## src/rtl/mm_pkg.sv

```systemverilog
// Shared definitions for the matrix-multiply loop sequencer.
package mm_pkg;

  localparam int unsigned MM_IDX_W = 16;

  typedef enum logic [1:0] {
    ST_IDLE = 2'd0,
    ST_RUN  = 2'd1,
    ST_DONE = 2'd2
  } mm_state_e;

endpackage

```

## src/rtl/mm_idx_counter.sv

```systemverilog
// Loadable wrapping index counter: clears to 0, steps on inc, wraps after 'last'.
module mm_idx_counter #(
  parameter int unsigned W = 16
) (
  input  logic         clk,
  input  logic         rst_n,
  input  logic         clr,
  input  logic         inc,
  input  logic [W-1:0] last,
  output logic [W-1:0] value,
  output logic         wrap
);

  logic [W-1:0] cnt_q;
  logic [W-1:0] cnt_d;

  assign value = cnt_q;
  assign wrap  = inc && (cnt_q == last);

  // Next count: clear has priority, otherwise step and wrap at the bound.
  always_comb begin
    cnt_d = cnt_q;
    if (clr) begin
      cnt_d = '0;
    end else if (inc) begin
      cnt_d = (cnt_q == last) ? '0 : cnt_q + W'(1);
    end
  end

  // Counter register.
  always_ff @(posedge clk or negedge rst_n) begin
    if (!rst_n) begin
      cnt_q <= '0;
    end else begin
      cnt_q <= cnt_d;
    end
  end

endmodule

```

## src/rtl/mm_loop_sequencer.sv

```systemverilog
// Triple-loop index sequencer for a MAC datapath (k innermost, then j, then i).
// Optional feature: define MM_SEQ_PERF_CNT_EN to add the perf_cycles output.
module mm_loop_sequencer
  import mm_pkg::*;
#(
  parameter int unsigned IDX_W = MM_IDX_W
) (
  input  logic             clk,
  input  logic             rst_n,
  input  logic [31:0]      cfg_m,
  input  logic [31:0]      cfg_k,
  input  logic [31:0]      cfg_n,
  input  logic             start,
  output logic             done,
  output logic             busy,
  output logic             cfg_err,
  output logic             idx_valid,
  input  logic             idx_ready,
  output logic [IDX_W-1:0] idx_i,
  output logic [IDX_W-1:0] idx_j,
  output logic [IDX_W-1:0] idx_k,
  output logic             idx_first_k,
  output logic             idx_last_k
`ifdef MM_SEQ_PERF_CNT_EN
  ,
  output logic [31:0]      perf_cycles
`endif
);

  // A dimension is legal when 1 <= d <= 2**IDX_W, i.e. d-1 fits in IDX_W bits.
  function automatic logic dim_ok(input logic [31:0] d);
    logic [31:0] dm1;
    dm1 = d - 32'd1;
    return (d != 32'd0) && ((dm1 >> IDX_W) == 32'd0);
  endfunction

  // Bounds are stored as last index (d-1) so a full 2**IDX_W range still fits.
  function automatic logic [IDX_W-1:0] dim_last(input logic [31:0] d);
    logic [31:0] dm1;
    dm1 = d - 32'd1;
    return dm1[IDX_W-1:0];
  endfunction

  mm_state_e        state_q, state_d;
  logic             cfg_err_q, cfg_err_d;
  logic [IDX_W-1:0] m_last_q, m_last_d;
  logic [IDX_W-1:0] k_last_q, k_last_d;
  logic [IDX_W-1:0] n_last_q, n_last_d;
  logic             clr;

  logic fire;
  logic k_inc, j_inc, i_inc;
  logic k_wrap, j_wrap, i_wrap;
  logic final_beat;

  assign idx_valid  = (state_q == ST_RUN);
  assign done       = (state_q == ST_DONE);
  assign busy       = (state_q != ST_IDLE);
  assign cfg_err    = cfg_err_q;

  assign fire       = idx_valid && idx_ready;
  assign k_inc      = fire;
  assign j_inc      = k_inc && k_wrap;
  assign i_inc      = j_inc && j_wrap;
  assign final_beat = i_inc && i_wrap;

  assign idx_first_k = (idx_k == '0);
  assign idx_last_k  = (idx_k == k_last_q);

  mm_idx_counter #(.W(IDX_W)) u_cnt_k (
    .clk   (clk),
    .rst_n (rst_n),
    .clr   (clr),
    .inc   (k_inc),
    .last  (k_last_q),
    .value (idx_k),
    .wrap  (k_wrap)
  );

  mm_idx_counter #(.W(IDX_W)) u_cnt_j (
    .clk   (clk),
    .rst_n (rst_n),
    .clr   (clr),
    .inc   (j_inc),
    .last  (n_last_q),
    .value (idx_j),
    .wrap  (j_wrap)
  );

  mm_idx_counter #(.W(IDX_W)) u_cnt_i (
    .clk   (clk),
    .rst_n (rst_n),
    .clr   (clr),
    .inc   (i_inc),
    .last  (m_last_q),
    .value (idx_i),
    .wrap  (i_wrap)
  );

  // Next-state, config capture and error flag; config only loads on an accepted start.
  always_comb begin
    state_d   = state_q;
    cfg_err_d = cfg_err_q;
    m_last_d  = m_last_q;
    k_last_d  = k_last_q;
    n_last_d  = n_last_q;
    clr       = 1'b0;
    case (state_q)
      ST_IDLE: begin
        if (start) begin
          clr      = 1'b1;
          m_last_d = dim_last(cfg_m);
          k_last_d = dim_last(cfg_k);
          n_last_d = dim_last(cfg_n);
          if (dim_ok(cfg_m) && dim_ok(cfg_k) && dim_ok(cfg_n)) begin
            cfg_err_d = 1'b0;
            state_d   = ST_RUN;
          end else begin
            cfg_err_d = 1'b1;
            state_d   = ST_DONE;
          end
        end
      end
      ST_RUN: begin
        if (final_beat) begin
          state_d = ST_DONE;
        end
      end
      ST_DONE: begin
        state_d = ST_IDLE;
      end
      default: begin
        state_d = ST_IDLE;
      end
    endcase
  end

  // State and configuration registers.
  always_ff @(posedge clk or negedge rst_n) begin
    if (!rst_n) begin
      state_q   <= ST_IDLE;
      cfg_err_q <= 1'b0;
      m_last_q  <= '0;
      k_last_q  <= '0;
      n_last_q  <= '0;
    end else begin
      state_q   <= state_d;
      cfg_err_q <= cfg_err_d;
      m_last_q  <= m_last_d;
      k_last_q  <= k_last_d;
      n_last_q  <= n_last_d;
    end
  end

`ifdef MM_SEQ_PERF_CNT_EN
  logic [31:0] perf_q, perf_d;

  assign perf_cycles = perf_q;

  // RUN-cycle counter: cleared on accepted start, saturating, frozen outside RUN.
  always_comb begin
    perf_d = perf_q;
    if ((state_q == ST_IDLE) && start) begin
      perf_d = '0;
    end else if ((state_q == ST_RUN) && (perf_q != '1)) begin
      perf_d = perf_q + 32'd1;
    end
  end

  // Performance counter register.
  always_ff @(posedge clk or negedge rst_n) begin
    if (!rst_n) begin
      perf_q <= '0;
    end else begin
      perf_q <= perf_d;
    end
  end
`endif

endmodule

```

## config.mk

```make
export PLATFORM = sky130hd
export DESIGN_NAME = mm_loop_sequencer
export DESIGN_NICKNAME = d
export VERILOG_FILES = /design/src/rtl/mm_pkg.sv /design/src/rtl/mm_idx_counter.sv /design/src/rtl/mm_loop_sequencer.sv
export SDC_FILE = /design/constraint.sdc
export NUM_CORES = 1
export LEC_CHECK = 0
export ABC_AREA = 1
export CORE_MARGIN = 2
export CORE_UTILIZATION = 55
export DETAILED_ROUTE_END_ITERATION = 6
export PLACE_DENSITY_LB_ADDON = 0.12
export SLEW_MARGIN = 20
export SYNTH_ARGS = -nofsm -noshare
export SYNTH_HDL_FRONTEND = slang
export SYNTH_SLANG_ARGS = --single-unit
```

## constraint.sdc

```tcl
create_clock -name clk -period 2.5 [get_ports clk]
set_input_delay 0.25 -clock clk [delete_from_list [all_inputs] [get_ports clk]]
set_output_delay 0.25 -clock clk [all_outputs]
set_load 0.01 [all_outputs]
```

==> reports/metrics.cfg, run 1 <==
[status]
status=completed

[grt]
antenna_found_initial=0
grt_pass1_wl_um=44600
track_usage_pct=33.5
grt_max_degree=60
grt_pass1_vias=8981
grt.overflow.total=0

[place]
port_buffers=153
place_area_mm2=0.0107
post-place-ws_ps=-31.3
post-dp-hpwl_um=22500
globalplace.congestion=1.04

[cells_and_area]
fin_area_mm2=0.0110
final_common_cell=nand2_1
nNetsFinal=1701
regArea_mm2=0.00248
drive_gt1_share_pct=8.70
multi_input_area_mm2=0.00549
nFillCells=1310
num_antenna_cells=0
layout.cells.most_common_list=nand2_1 (380), nor2_1 (299), inv_1 (152), clkdlybuf4s50_1 (152), dfrtp_1 (99)
final_util_pct=71.8
syn_to_final_growth_pct=26.6

[yosys]
synth.distinct_cells=42
syn_avg_cell_area_um2=6.15
synth_top_area_share_pct=28.5
synth_ff_type=dfrtp_1
synth-seq-cells=99
syn_inst=1411
synth_edf_count=0
yosysTopAreaCell=dfrtp_1
netlist_top_cells_area=dfrtp_1 (29%), nand2_1 (16%), nor2_1 (13%), inv_1 (6.6%), xor2_1 (5.7%)
synth_area_mm2=0.00868
ys_warn_count=0
synth_fp_nets=1519
async_reset_ff_share_pct=100
ys_seq_area_share_pct=28.5

[timing]
timing.final.ws_setup_ps=123
tns_ps=0
drv_slew=0
fin_crit_sh_pct=95.1
rsz0062_at_grt=false
setup_viol=0
clock_skew_ps=6.64
finalHoldViolations=0
max_freq_mhz=421
worst_pin_slew_ps=758
post-route-min-period_ps=2380
maxSlewHeadroom_pct=49.5

[setup_path]
cp.arrival_ps=2130
worst-setup-path-type=flip-flop to output pin
crit_path_end_kind=output pin
path_max_fanout=5
cp-start-kind=flip-flop
required_ps=2250

[clocking]
cts_buffers=9
cts_tree=yes
clock-sinks=99
root_buffer=clkbuf_16
path_clk_slew_ps=60
ctsResizeCount=0
cts_htree_levels=3
cts_buffer_depth=2
post_cts_buffers=0
clk-insertion-delay-late_ps=350

[pwr]
ir_drop_v=0.000321
combPwrFrac_pct=22.7
p_int_mw=2.98
switching_share_pct=29.3
powerDensity_mw_per_mm2=383
power.switching_mw=1.23
p_clk_share_pct=34.2
leakage_nw=4.91
seq_power_share_pct=43.1

[route]
routed_wl_um=27700
vias_per_cell=5.43
drtPass1Iterations=5
drc=0
vias=9827
ant_nets=0
initialDrtViolationCount=835
wire_per_inst_um=15.3

[flow_run]
maxCapViolCount=0

[floorplan]
die_w_um=130
ios=154
die_area_mm2=0.0168
core_area_mm2=0.0153
die_h_um=130
start_util_pct=56.7
rows=45

[worst_hold_path]
hp-class=input port to flip-flop

[registers in the layout, indices dropped and copies added (netlist names)]
signal / flops
k_last_q: 16
m_last_q: 16
n_last_q: 16
u_cnt_i.value: 16
u_cnt_j.value: 16
u_cnt_k.value: 16
state_q: 2
cfg_err: 1
[cells in the mapped netlist, types with 2 or more instances]
master and count:
nand2_1 381, nor2_1 299, inv_1 152, dfrtp_1 99
nand3_1 79, xor2_1 57, o21ai_0 47, nand4_1 36
a21oi_1 31, o21ai_1 30, nor3_1 22, xnor2_1 22
a31oi_1 20, nor2_2 19, nand2_2 17, or2_2 17
inv_2 9, clkbuf_1 8, ha_1 8, nor2_4 8
buf_1 7, nand3b_1 6, nor4_1 6, buf_6 4
a22oi_1 3, buf_2 3, nand2_4 2, nand3_2 2
nor2_8 2, o21ai_2 2, or2_0 2
[critical path, cell delays in order, from the launching register on]
cell and delay, ps:
dfrtp_1 440, or2_0 240, a21oi_1 150, nand4_1 130
nor2_2 150, buf_4 140, clkdlybuf4s50_1 530
[final timing paths]
| kind | startpoint | to | slack, ps | cells after the start |
|---|---|---|---|---|
| min in group asynchronous | rst_n | u_cnt_k.value[12] | 510 | 2 |
| setup / recovery | u_cnt_k.value[14] | idx_last_k | 120 | 6 |
| hold / removal | cfg_n[0] | n_last_q[0] | 500 | 2 |
| max in group asynchronous | rst_n | u_cnt_i.value[2] | 1310 | 3 |
| setup reg to reg | u_cnt_k.value[1] | u_cnt_k.value[14] | 400 | 12 |
| hold reg to reg | cfg_err | cfg_err | 500 | 2 |
[power groups by stage]
| stage | clock network (mW) | logic, mW | registers [mW] |
|---|---|---|---|
| floorplan | 0 | 0.497 | 1.82 |
| global placement | 0 | 0.926 | 1.84 |
| detailed placement | 0 | 0.938 | 1.84 |
| CTS | 1.45 | 0.948 | 1.82 |
| global route | 1.52 | 1.06 | 1.83 |
| finish | 1.44 | 0.956 | 1.82 |
[cell type report]
class,instances,share of cell area (%)
Multi-Input combinational cell,1129,49.9
Tap cell,211,2.40
Clock inverter,4,0.433
Inverter,161,5.50
Clock buffer,12,2.42
Sequential cell,99,22.5
Timing Repair Buffer,193,16.8
[kinds of logic after synthesis]
| logic type | after synthesis | synth area share, % |
|---|---|---|
| AO/OA/AOI/OAI | 137 | 8.49 |
| XOR/XNOR | 79 | 7.97 |
| adder cells (fa/ha/maj) | 8 | 1.15 |
| buffers and inverters | 183 | 8.30 |
| flip-flops | 99 | 28.5 |
| AND/OR/NAND/NOR | 905 | 45.6 |
[layer usage]
metal  vias to the layer above  part of all wire [%]  global-route usage, %
met2                       475                    45                   53.1
met1                      4438                    44                   48.3
met5                         -                     0                      0
li1                       4862                     -                      -
met4                         0                   2.1                   9.30
met3                        52                   8.3                   4.21
[timing repair]
item | CTS | global route
setup endpoints to repair | 0 | 0
hold buffers | 1 | 0
hold endpoints to repair | 3 | 0
[stage by stage]
step | hold WS, ps | cells | power [mW]
floorplan | -45.6 | 1411 | 2.32
global placement | 359 | 1792 | 2.77
detailed placement | 361 | 1792 | 2.78
CTS | 504 | 1809 | 4.21
global route | 506 | 1809 | 4.41
finish | 500 | 1809 | 4.21
No activity file was read; power rests on OpenSTA's default activity.
==> run 2, diff against run 1 <==
--- a/config.mk
+++ b/config.mk
@@ -9,6 +9,7 @@
 export CORE_MARGIN = 2
 export CORE_UTILIZATION = 55
 export DETAILED_ROUTE_END_ITERATION = 6
+export GPL_TIMING_DRIVEN = 0
 export PLACE_DENSITY_LB_ADDON = 0.12
 export SLEW_MARGIN = 20
 export SYNTH_ARGS = -nofsm -noshare
==> run 2 against run 1 <==
Net effect: non-clock buffer count fell by 16; largest power group unchanged; critical path depth fell by 1; wire length is 0.54% higher; largest cell class unchanged; final cell count is 0.88% lower; fmax grew 0.35%; sequential share of layout area grew 0.20 points.
==> reports/metrics.cfg, run 2 (synthesis gave the netlist of run 1 again) <==
[pwr]
leakage_nw=4.81
ir_drop_v=0.000352
powerDensity_mw_per_mm2=411
power_mw=4.48

[timing]
max_freq_mhz=422
maxSlewHeadroom_pct=53.2
clock_skew_ps=7.71
tns_ps=0
worst_pin_slew_ps=702
fin_crit_sh_pct=94.7
timing.final.ws_setup_ps=131
drv_slew=0
setup_viol=0
timing.hold.ws_ps=410
rsz0062_at_grt=false
finalHoldViolations=0
post-route-min-period_ps=2370

[route]
routed_wl_um=27800
vias_per_cell=5.41
wire_per_inst_um=15.5
ant_nets=0
drtPass1Iterations=6
drc=0
vias=9706
initialDrtViolationCount=773

[grt]
grt_pass1_wl_um=44400
grt_max_degree=52
track_usage_pct=33.4
grt_pass1_vias=8995
grt.overflow.total=0
antenna_found_initial=0

[setup_path]
worst-setup-path-type=flip-flop to output pin
required_ps=2250
cp.arrival_ps=2120
r2r_cells=10
r2r_end=u_cnt_k.value[7]
path_max_fanout=6
crit_path_end_kind=output pin
endpoint=idx_last_k
cp-startpoint=u_cnt_k.value[2]
rrSetupSlack_ps=270
cp-start-kind=flip-flop
timing.rr.start=u_cnt_k.value[2]

[place]
post-place-ws_ps=-180
globalplace.congestion=1.11
place_area_mm2=0.0105
port_buffers=153
post-dp-hpwl_um=22400

[cells_and_area]
final_common_cell=nand2_1
num_antenna_cells=0
layout.cells.most_common_list=nand2_1 (381), nor2_1 (298), inv_1 (152), clkdlybuf4s50_1 (152), dfrtp_1 (99)
fin_area_mm2=0.0109
syn_to_final_growth_pct=25.5
drive_gt1_share_pct=6.89
nNetsFinal=1685

[floorplan]
ios=154
rows=45
die_area_mm2=0.0168
die_w_um=130
die_h_um=130
start_util_pct=56.7
core_area_mm2=0.0153

[clocking]
cts_buffers=9
root_buffer=clkbuf_16
post_cts_buffers=0
clock-sinks=99
cts_htree_levels=3
path_clk_slew_ps=70
clk-insertion-delay-late_ps=350
cts_tree=yes
cts_buffer_depth=2

[worst_hold_path]
hp-class=input port to async pin

[flow_run]
maxCapViolCount=0

[status]
status=completed

## run 2: changes by cell type in the layout (fill, tap and decap cells not counted), moves of 3 or more
cell	previous run	this run
buf_2	0	3
buf_6	0	5
clkbuf_1	0	8
buf_1	0	7
clkbuf_8	3	0
bufinv_16	1	4
buf_4	39	0
## run 2: stage by stage
stage	instances	util (%)
after global routing	1793	71.2
final	1793	71.2
after detailed placement	1776	68.6
after floorplan	1411	-
after global placement	1775	68.4
after CTS	1793	71.1
## run 2: cell type report
type / count / area [um2]
clock buffers: 9 / 225
repair buffers: 155 / 1570
clock inverters: 7 / 140
plain buffers: 22 / 116
fillers: 1409 / 4420
flip-flops and latches: 99 / 2480
inverters: 161 / 604
multi-input cells: 1129 / 5500
well taps: 211 / 264
## run 2: per-layer routing
layer	GRT usage, %	vias up	share of wire [%]
li1	-	4823	-
met1	46.0	4385	43
met2	54.5	443	47
met3	3.59	55	7.7
met4	12.5	0	3.0
met5	0	-	0
## run 2: power by group
group / internal, mW / total [mW] / switching, mW
clock: 1.08 / 1.71 / 0.630
combinational: 0.405 / 0.960 / 0.555
sequential: 1.72 / 1.82 / 0.100
## run 2: critical path, stage by stage (launching register included)
cell	delay, ps
dfrtp_1	490
xor2_1	200
nor2_1	130
nand4_1	120
nor2_2	240
clkdlybuf4s50_1	580
## run 2: how the worst min path moves through the flow
stage / startpoint / to / slack [ps] / depth (start not counted)
after floorplan: rst_n / cfg_err / -50 / 0
after global placement: m_last_q[12] / m_last_q[12] / 470 / 2
after detailed placement: rst_n / u_cnt_k.value[9] / 220 / 1
after CTS: rst_n / u_cnt_k.value[7] / 420 / 2
after global routing: rst_n / u_cnt_k.value[7] / 450 / 2
final: rst_n / u_cnt_k.value[9] / 410 / 2
## run 2: repair_timing
| action | in CTS | in global routing |
|---|---|---|
| hold endpoints to repair | 48 | 0 |
| hold buffers | 1 | 0 |
| resized for setup | 0 | 3 |
| endpoints found under the setup margin | 0 | 1 |
